## src/rtl/fp_exception_resolver.sv

```systemverilog
// Resolves raw adder results against invalid/overflow flags into IEEE-754 special values,
// keeps sticky status and saturating event counters, and drives a maskable registered IRQ.
module fp_exception_resolver #(
  parameter int EXP_W = 8,
  parameter int MAN_W = 23,
  localparam int DW = 1 + EXP_W + MAN_W,
  parameter logic [DW-1:0] QNAN = 32'h7FC0_0000,
  parameter int CNT_W = 8
) (
  input  logic             clk,
  input  logic             rst_n,
  input  logic             in_valid,
  output logic             in_ready,
  input  logic [DW-1:0]    in_result,
  input  logic             in_invalid,
  input  logic             in_overflow,
  output logic             out_valid,
  input  logic             out_ready,
  output logic [DW-1:0]    out_result,
  output logic             out_invalid,
  output logic             out_overflow,
  output logic             sticky_inv,
  output logic             sticky_ovf,
  output logic [CNT_W-1:0] cnt_inv,
  output logic [CNT_W-1:0] cnt_ovf,
  input  logic             clr,
  input  logic [1:0]       irq_mask,
  output logic             irq
);

  localparam logic [CNT_W-1:0] CNT_MAX = {CNT_W{1'b1}};
  localparam logic [CNT_W-1:0] CNT_ONE = CNT_W'(1);

  // Invalid outranks overflow; overflow keeps the raw sign and forces an infinity.
  function automatic logic [DW-1:0] resolve(input logic [DW-1:0] raw,
                                            input logic inv, input logic ovf);
    logic [DW-1:0] res;
    if (inv) begin
      res = QNAN;
    end else if (ovf) begin
      res = {raw[DW-1], {EXP_W{1'b1}}, {MAN_W{1'b0}}};
    end else begin
      res = raw;
    end
    return res;
  endfunction

  // Event counters stick at all-ones rather than wrapping.
  function automatic logic [CNT_W-1:0] sat_inc(input logic [CNT_W-1:0] cnt, input logic ev);
    logic [CNT_W-1:0] nxt;
    if (ev && (cnt != CNT_MAX)) begin
      nxt = cnt + CNT_ONE;
    end else begin
      nxt = cnt;
    end
    return nxt;
  endfunction

  // A clear coinciding with an accept restarts the status from that accept's flags alone.
  function automatic logic [CNT_W-1:0] cnt_next(input logic [CNT_W-1:0] cnt, input logic ev,
                                               input logic acc, input logic clear);
    logic [CNT_W-1:0] nxt;
    if (acc && clear) begin
      nxt = ev ? CNT_ONE : {CNT_W{1'b0}};
    end else if (acc) begin
      nxt = sat_inc(cnt, ev);
    end else if (clear) begin
      nxt = {CNT_W{1'b0}};
    end else begin
      nxt = cnt;
    end
    return nxt;
  endfunction

  function automatic logic sticky_next(input logic st, input logic ev,
                                       input logic acc, input logic clear);
    logic nxt;
    if (acc && clear) begin
      nxt = ev;
    end else if (acc) begin
      nxt = st | ev;
    end else if (clear) begin
      nxt = 1'b0;
    end else begin
      nxt = st;
    end
    return nxt;
  endfunction

  logic             out_valid_q,    out_valid_d;
  logic [DW-1:0]    out_result_q,   out_result_d;
  logic             out_invalid_q,  out_invalid_d;
  logic             out_overflow_q, out_overflow_d;
  logic             sticky_inv_q,   sticky_inv_d;
  logic             sticky_ovf_q,   sticky_ovf_d;
  logic [CNT_W-1:0] cnt_inv_q,      cnt_inv_d;
  logic [CNT_W-1:0] cnt_ovf_q,      cnt_ovf_d;
  logic             irq_q,          irq_d;
  logic             accept_s;

  assign in_ready = ~out_valid_q | out_ready;
  assign accept_s = in_valid & in_ready;

  // Next-state for the output stage, status flags, counters and interrupt.
  always_comb begin
    out_valid_d    = out_valid_q;
    out_result_d   = out_result_q;
    out_invalid_d  = out_invalid_q;
    out_overflow_d = out_overflow_q;

    if (accept_s) begin
      out_valid_d    = 1'b1;
      out_result_d   = resolve(in_result, in_invalid, in_overflow);
      out_invalid_d  = in_invalid;
      out_overflow_d = in_overflow;
    end else if (out_ready) begin
      out_valid_d    = 1'b0;
    end else begin
      out_valid_d    = out_valid_q;
    end

    sticky_inv_d = sticky_next(sticky_inv_q, in_invalid, accept_s, clr);
    sticky_ovf_d = sticky_next(sticky_ovf_q, in_overflow, accept_s, clr);
    cnt_inv_d    = cnt_next(cnt_inv_q, in_invalid, accept_s, clr);
    cnt_ovf_d    = cnt_next(cnt_ovf_q, in_overflow, accept_s, clr);

    // Uses next-state sticky bits so the IRQ rises on the same edge as the status.
    irq_d = (sticky_inv_d & irq_mask[0]) | (sticky_ovf_d & irq_mask[1]);
  end

  // State registers with synchronous active-low reset.
  always_ff @(posedge clk) begin
    if (!rst_n) begin
      out_valid_q    <= 1'b0;
      out_result_q   <= {DW{1'b0}};
      out_invalid_q  <= 1'b0;
      out_overflow_q <= 1'b0;
      sticky_inv_q   <= 1'b0;
      sticky_ovf_q   <= 1'b0;
      cnt_inv_q      <= {CNT_W{1'b0}};
      cnt_ovf_q      <= {CNT_W{1'b0}};
      irq_q          <= 1'b0;
    end else begin
      out_valid_q    <= out_valid_d;
      out_result_q   <= out_result_d;
      out_invalid_q  <= out_invalid_d;
      out_overflow_q <= out_overflow_d;
      sticky_inv_q   <= sticky_inv_d;
      sticky_ovf_q   <= sticky_ovf_d;
      cnt_inv_q      <= cnt_inv_d;
      cnt_ovf_q      <= cnt_ovf_d;
      irq_q          <= irq_d;
    end
  end

  assign out_valid    = out_valid_q;
  assign out_result   = out_result_q;
  assign out_invalid  = out_invalid_q;
  assign out_overflow = out_overflow_q;
  assign sticky_inv   = sticky_inv_q;
  assign sticky_ovf   = sticky_ovf_q;
  assign cnt_inv      = cnt_inv_q;
  assign cnt_ovf      = cnt_ovf_q;
  assign irq          = irq_q;

endmodule

```

## config.mk

```make
export PLATFORM = sky130hd
export DESIGN_NAME = fp_exception_resolver
export DESIGN_NICKNAME = d
export VERILOG_FILES = /design/src/rtl/fp_exception_resolver.sv
export SDC_FILE = /design/constraint.sdc
export NUM_CORES = 1
export LEC_CHECK = 0
export CAP_MARGIN = 20
export CORE_MARGIN = 1
export CORE_UTILIZATION = 35
export DETAILED_ROUTE_END_ITERATION = 16
export GPL_ROUTABILITY_DRIVEN = 0
export HOLD_SLACK_MARGIN = 0.1
export PLACE_DENSITY = 0.67
export REMOVE_ABC_BUFFERS = 1
export SLEW_MARGIN = 15
export SYNTH_ARGS = -nofsm -noshare
export SYNTH_HDL_FRONTEND = slang
export SYNTH_SLANG_ARGS = --single-unit
export TNS_END_PERCENT = 10
```

## constraint.sdc

```tcl
create_clock -name clk -period 2.3 [get_ports clk]
set_input_delay 0.69 -clock clk [delete_from_list [all_inputs] [get_ports clk]]
set_output_delay 0.69 -clock clk [all_outputs]
set_load 0.02 [all_outputs]
```

==> flow_summary.json, run 1 <==
{
  "min-delay-path-class": "flip-flop to flip-flop",
  "r2r-end": "cnt_ovf[7]",
  "ant_nets": 0,
  "drt-wirelength-per-cell_um": 13.9,
  "cp.required_ps": 1610,
  "cp_max_fo": 2,
  "fin_nets": 410,
  "cts_tree": "done",
  "drc": 0,
  "yosys_warnings": 0,
  "cts_buffer_depth": 2,
  "max_freq_mhz": 453,
  "instances_no_fill": 444,
  "ctsRootBufferMaster": "clkbuf_8",
  "seq_area_frac_synth_pct": 46.4,
  "ys_types": 42,
  "drv_cap": 0,
  "initial_core_util_pct": 36.5,
  "track_usage_pct": 18.6,
  "viasPerCell": 5.24,
  "worst_pin_slew_ps": 387,
  "finalPower_mw": 1.81,
  "die_w_um": 83.6,
  "worstHoldStart": "out_result[0]",
  "grt_antenna_before_repair": 0,
  "first_iter_violations": 90,
  "slew_violations": 0,
  "syn_avg_cell_area_um2": 8.73,
  "ios": 96,
  "coreArea_mm2": 0.00639,
  "hold_buffers": 0,
  "status": "finished clean",
  "hold_depth": 2,
  "grt_pass1_wl_um": 10600,
  "grt_max_degree": 34,
  "reg2reg_from": "cnt_ovf[0]",
  "first_pass_iters": 4,
  "setup_viol": 0,
  "place_hpwl_um": 4370,
  "async_flop_share_pct": 0,
  "min_period_ps": 2210,
  "peakVddDrop_mv": 0.287,
  "fillers": 603,
  "hold_violations": 0,
  "path_clk_slew_ps": 90,
  "cts_buffers": 5,
  "worst-r2r-setup-slack_ps": 680,
  "worstHoldEndpoint": "out_result[0]",
  "power_leakage_nw": 1.21,
  "power.density_mw_per_mm2": 516,
  "wl_um": 6150,
  "critPathLaunchType": "primary input",
  "area_delta_synth_final_pct": 50.8,
  "die_h_um": 83.6,
  "synth_cells": 267,
  "endpoint_kind": "primary output",
  "arrival_ps": 1520,
  "grt_overflow": 0,
  "period_share_pct": 95.9,
  "synth_edf_count": 0,
  "setup.worst_path.class": "primary input to primary output",
  "row_count": 29,
  "ys.flop_type": "dfxtp_1",
  "htreeDepth": 2,
  "area.sequential_mm2": 0.00108,
  "numClockSinks": 54,
  "clk_latency_ps": 310,
  "drive_gt1_share_pct": 7.90,
  "multiInputGateArea_mm2": 0.00114,
  "antennaDiodeCount": 0,
  "die-area_mm2": 0.00699,
  "vias": 2326,
  "rsz0062_at_grt": "false",
  "first_global_vias": 2226,
  "syn-cell-area_mm2": 0.00233,
  "finClkSkew_ps": 6.89,
  "rr_worst_depth": 4,
  "io_buffers": 95,
  "slew_headroom_pct": 74.2,
  "ys_ff_latch": 54,
  "dp_cells": 437
}
==> where the power goes <==
group / internal (mW) / switching (mW)
clock: 0.211 / 0.297
sequential: 0.966 / 0.0172
combinational: 0.172 / 0.149
total: 1.35 / 0.463
==> critical path: stages <==
cell and delay (ps):
clkdlybuf4s50_1 410, nor2b_2 150, clkinv_1 90, buf_2 170
==> layout make-up <==
type | instances | area share [%]
Multi-Input combinational cell | 190 | 32.4
Timing Repair Buffer | 111 | 31.4
Sequential cell | 54 | 30.7
Tap cell | 77 | 2.74
Clock buffer | 7 | 2.17
Inverter | 5 | 0.534
==> worst max-delay path by stage <==
stage                         start             end  depth (start not counted)
after CTS                 out_ready        in_ready                          4
after global routing      out_ready        in_ready                          4
after detailed placement  out_ready        in_ready                          4
after global placement    out_ready        in_ready                          4
after floorplan           out_ready  out_result[23]                          5
final                     out_ready        in_ready                          4
==> placed cells by master, fill, tap and decap left out, types with 6 or more instances in the layout <==
cell type / n
a21boi_0: 25
a21oi_1: 14
buf_4: 13
clkdlybuf4s50_1: 94
dfxtp_1: 54
nand2_1: 34
nand3_1: 28
nor2_1: 11
nor3_1: 8
nor3b_1: 8
o31ai_1: 6
or4_1: 6
==> through the flow <==
stage | cell area [µm²] | hold slack (ps) | util, % | TNS (ps) | worst slack [ps]
6_report | 3520 | 467 | 55.1 | 0 | 94.9
5_1_grt | 3520 | 487 | 55.1 | 0 | 55.6
3_5_place_dp | 3440 | 457 | 53.9 | -385 | -315
4_1_cts | 3520 | 467 | 55.1 | 0 | 77.7
2_1_floorplan | 2240 | 539 | - | 0 | 182
3_3_place_gp | 3440 | 446 | 53.9 | -356 | -321
==> metal layers <==
layer	share of wire [%]	track usage, %
met1	45	23.7
met2	41	27.6
met3	12	7.91
met4	1.6	7.40
met5	0	0
==> synthesized netlist by cell type, types with 2 or more instances <==
master    instances  area share (%)
nand3_1          28             6.0
buf_1             3            0.48
nand4_1           5             1.3
o31ai_1           6             1.9
and3_1            2            0.54
and4_4            4             1.9
o311ai_0          3             1.1
nor2_1           11             1.8
nor2b_1           3            0.80
a21boi_0         25             8.0
nand2b_1          5             1.3
nor3_1            8             1.7
nand2_1          34             5.5
inv_1             4            0.64
ha_1              2             1.1
buf_2             6             1.3
or4_1             6             1.9
nor3b_1           8             2.6
and2_1            3            0.80
dfxtp_1          54              46
a21oi_1          14             3.0
o41ai_1           3             1.1
clkbuf_1          7             1.1
o21ai_0           5             1.1
==> logic make-up after synthesis <==
family / count (synthesis) / share of synthesized area (%)
simple gates: 122 / 27.7
flops: 54 / 46.4
mux: 1 / 0.429
fa+ha+maj: 2 / 1.07
compound gates: 65 / 19.6
buf+inv: 23 / 4.77
==> sequential cells by signal, indices dropped and copies added, names as in the netlist <==
signal	count
out_invalid	1
sticky_inv	1
irq	1
cnt_inv	8
out_overflow	1
cnt_ovf	8
out_result	32
sticky_ovf	1
out_valid	1
==> what timing repair did <==
item                                   CTS  global route
endpoints found under the hold margin    0             0
setup buffers                            0             0
setup endpoints to repair                1             0
resized for setup                        4             0
Power figures use the tool's default switching activity.
==> run 2, diff against run 1 <==
Settings changed: CORE_MARGIN 1 to default.
==> results of run 2 <==
The final DEF is identical to that of run 1; final timing and power are the same.
==> RTL change 1 (flow settings as in run 2) <==
Make the reset (`rst_n`) asynchronous in one clocked block. Comments in the files are not updated.
--- a/src/rtl/fp_exception_resolver.sv
+++ b/src/rtl/fp_exception_resolver.sv
@@ -131,3 +131,3 @@
   // State registers with synchronous active-low reset.
-  always_ff @(posedge clk) begin
+  always_ff @(posedge clk or negedge rst_n) begin
     if (!rst_n) begin
Behaviour: differs if rst_n is asserted again (counterexample within 4 cycles, from zero or initial values and one cycle with rst_n low); with rst_n held inactive, the same outputs for 10 cycles.
==> RTL change 1 against run 2 <==
Final area rose by 2.6%; synthesized cell count fell by 1.1%; clock skew fell by 1.9 ps; area after synthesis grew 3.6%; critical endpoint unchanged; non-clock buffer count is the same; worst setup slack lost 57 ps; sequential cell count unchanged; power is 12% higher; utilization up 0.46 points; maximum frequency fell by 2.5%; wire length shrank 5.5%.
==> RTL change 1: results (changes against run 2) <==
outcome=complete, no violations (unchanged); grt met2 use=26.69% (was 27.57%); worst hold slack=348.4 ps (was 466.6 ps); vias per cell=5.002 (was 5.239); Synth Area in XOR/XNOR=0.7246% (was 0%); pre-CTS setup slack=-257.3 ps (was -315.0 ps); Final Skew=4.981 ps (was 6.894 ps); GR Layer Usage met3=3.891% (was 7.913%); wire per inst=13.16 um (was 13.86 um); Slew HR=65.49% (was 74.15%); share of cells above drive strength 1=7.671% (was 7.902%); fraction of met1 tracks used by global routing=23.10% (was 23.67%); overall routing resource usage=16.79% (was 18.57%); post-synthesis mux area share=0.4141% (was 0.4292%); complex-gate fraction of the synthesized area=15.68% (was 19.64%); smallest setup slack after layout=37.79 ps (was 94.86 ps); top cells by area, synth=dfrtp_1 (56%), nand2_1 (9.8%), o21ai_0 (8.3%), a21oi_1 (2.3%), nand3_1 (2.1%) (was dfxtp_1 (46%), a21boi_0 (8.0%), nand3_1 (6.0%), nand2_1 (5.5%), a21oi_1 (3.0%)); Gate Count Post-Synth=264 (was 267); Crit path largest cell delay=450 ps (was 410 ps); most instantiated cells after synthesis=nand2_1 (63), dfrtp_1 (54), o21ai_0 (40) (was dfxtp_1 (54), nand2_1 (34), nand3_1 (28)); number of global-route vias before repair=2111 (was 2226); Synth cell types=35 (was 42); maximum vdd drop=0.2423 mV (was 0.2872 mV); Sw Share=27.93% (was 25.57%); Crit path arrival time=1570 ps (was 1520 ps); first-pass GRT wire length=9770 um (was 10610 um); Post-synth ARST share=100.0% (was 0%); Synth Flop Type=dfrtp_1 (was dfxtp_1); placed insts=435 (was 437); reg2reg end=cnt_inv[5]$_DFFE_PN0P_ (was cnt_ovf[7]$_SDFFE_PN0P_); adder-cell share of the synthesized area=1.035% (was 1.073%); RR Startpoint=cnt_inv[0]$_DFFE_PN0P_ (was cnt_ovf[0]$_SDFFE_PN0P_); initial DRC count=74 (was 90); wl on met1=2731 um (was 2798 um); r2r setup slk=510 ps (was 680 ps)
[RTL change 1: cell types whose count changed after synthesis, sizes merged, moves of 18 or more]
cell / delta
a21boi: -25
dfrtp: +54
dfxtp: -54
nand2: +29
nand3: -18
o21ai: +35
[RTL change 1: what timing repair did]
item                                    4_1_cts  5_1_grt
resized for setup                             1        1
endpoints found under the setup margin        1        1
pin swaps                                     0        0
endpoints found under the hold margin         0        0
[RTL change 1: power groups by stage]
stage	Combinational [mW]	Sequential, mW	Clock [mW]
2_1_floorplan	0.0923	1.16	0
3_3_place_gp	0.467	1.07	0
3_5_place_dp	0.471	1.07	0
4_1_cts	0.471	1.05	0.530
5_1_grt	0.506	1.06	0.570
6_report	0.464	1.05	0.505
[RTL change 1: area by class of cell]
class	instances	area (sq um)	area share [%]
sequential	54	1351	37.47
inverter	7	26.28	0.7287
tap	77	96.34	2.672
clock buffer	6	72.57	2.012
multi-input combinational	186	960.9	26.65
clock inverter	1	7.507	0.2082
timing repair buffer	111	1091	30.26
==> RTL change 2 (config.mk and constraints of run 2) <==
Made on the original files. Set the parameter `CNT_W` to 6 (it was 8).
--- a/src/rtl/fp_exception_resolver.sv
+++ b/src/rtl/fp_exception_resolver.sv
@@ -7,3 +7,3 @@
   parameter logic [DW-1:0] QNAN = 32'h7FC0_0000,
-  parameter int CNT_W = 8
+  parameter int CNT_W = 6
 ) (
Ports: changed (resized cnt_inv and cnt_ovf); port bits go from 96 to 92. The function was not compared with the original's and may differ.
==> RTL change 2 against run 2 <==
Power shrank 3.0%; highest routed layer unchanged; synthesized cell count is 7.1% lower; die area down 7.8%; final area fell by 5.5%; critical endpoint unchanged; wire length shrank 7.5%; area after synthesis decreased by 7.9%; sequential cell count down 4; worst setup slack got worse by 39 ps; critical path depth rose by 1.
==> RTL change 2: results (changes against run 2) <==
hold endpoint=out_result[12]$_SDFFE_PN0N_ (was out_result[0]$_SDFFE_PN0N_); RR Startpoint=out_valid$_SDFFE_PN0P_ (was cnt_ovf[0]$_SDFFE_PN0P_); setup bufs post-CTS=0 (unchanged); initial DRC count=97 (was 90); worst hold slack=458.4 ps (was 466.6 ps); reg2reg end=cnt_inv[4]$_SDFFE_PN0P_ (was cnt_ovf[7]$_SDFFE_PN0P_); Slew HR=80.23% (was 74.15%); clkbuf count=5 (was 7); first-pass GRT wire length=8935 um (was 10610 um); Fillers=554 (was 603); Final Skew=2.563 ps (was 6.894 ps); Seq cells=50 (was 54); number of port buffers=91 (was 95); DP Wirelength=4038 um (was 4366 um); Worst Reg-to-Reg Cells=7 (was 4); pre-CTS setup slack=-355.7 ps (was -315.0 ps); achievable frequency=445.7 MHz (was 453.5 MHz); #MultiIn Comb=176 (was 190); clock latency on the worst-skew pair=300 ps; overall routing resource usage=17.86% (was 18.57%); Final clock-cell share=2.712% (was 2.171%); r2r setup slk=720 ps (was 680 ps); Clock transition at path regs=90 ps (about the same); final wirelength=5692 um (was 6152 um); via count=2064 (was 2326); Crit path arrival time=1550 ps (was 1520 ps); number of global-route vias before repair=1840 (was 2226); maximum vdd drop=0.2224 mV (was 0.2872 mV); Hold Startpoint=out_result[12]$_SDFFE_PN0N_ (was out_result[0]$_SDFFE_PN0N_); Seq/Total Area, Yosys=46.62% (was 46.35%); outcome=complete, no violations (unchanged); share of cells above drive strength 1=9.456% (was 7.902%); fraction of area in registers=30.13% (was 30.75%); nets=391 (was 410); Signal buffers=110 (was 111); non-clk buf share=32.69% (was 31.39%); Crit path largest cell delay=approximately 400 ps; most instantiated cells after synthesis=dfxtp_1 (50), nand2_1 (32), nand3_1 (28) (was dfxtp_1 (54), nand2_1 (34), nand3_1 (28)); Synth cell types=43 (was 42); leakage=1.188 nW (was 1.213 nW); top cells by area, synth=dfxtp_1 (47%), a21boi_0 (6.6%), nand3_1 (6.5%), nand2_1 (5.6%), nor3_1 (3.5%) (was dfxtp_1 (46%), a21boi_0 (8.0%), nand3_1 (6.0%), nand2_1 (5.5%), a21oi_1 (3.0%)); area of the multi-input gates=0.001025 sq mm (was 0.001140 sq mm)
RTL change 2: logic make-up after synthesis:
kind of cell	after synthesis	share of synthesized area (%)
AND/OR/NAND/NOR	125	30.48
flip-flops	50	46.62
AO/OA/AOI/OAI	49	16.08
buffers and inverters	22	5.652
adder cells (fa/ha/maj)	2	1.165
RTL change 2: report_power, final:
part	leakage [nW]	internal, mW	switching [mW]
clock	0.0441	0.214	0.295
combinational	0.735	0.181	0.153
sequential	0.408	0.898	0.0177
RTL change 2: layer usage:
layer  part of all wire (%)  up-vias  track usage (%)
met2                     42       69            27.52
met5                      0        -                0
met4                    1.2        0            5.893
met3                    7.9        5            4.545
met1                     49      910            24.15
li1                       -     1080                -
RTL change 2: stage by stage:
stage / TNS, ps / instances / instance area [sq um]
finish: 0 / 424 / 3322
global route: 0 / 424 / 3322
CTS: 0 / 424 / 3322
detailed placement: -421.1 / 416 / 3237
global placement: -366.1 / 416 / 3237
floorplan: 0 / 231 / 2052
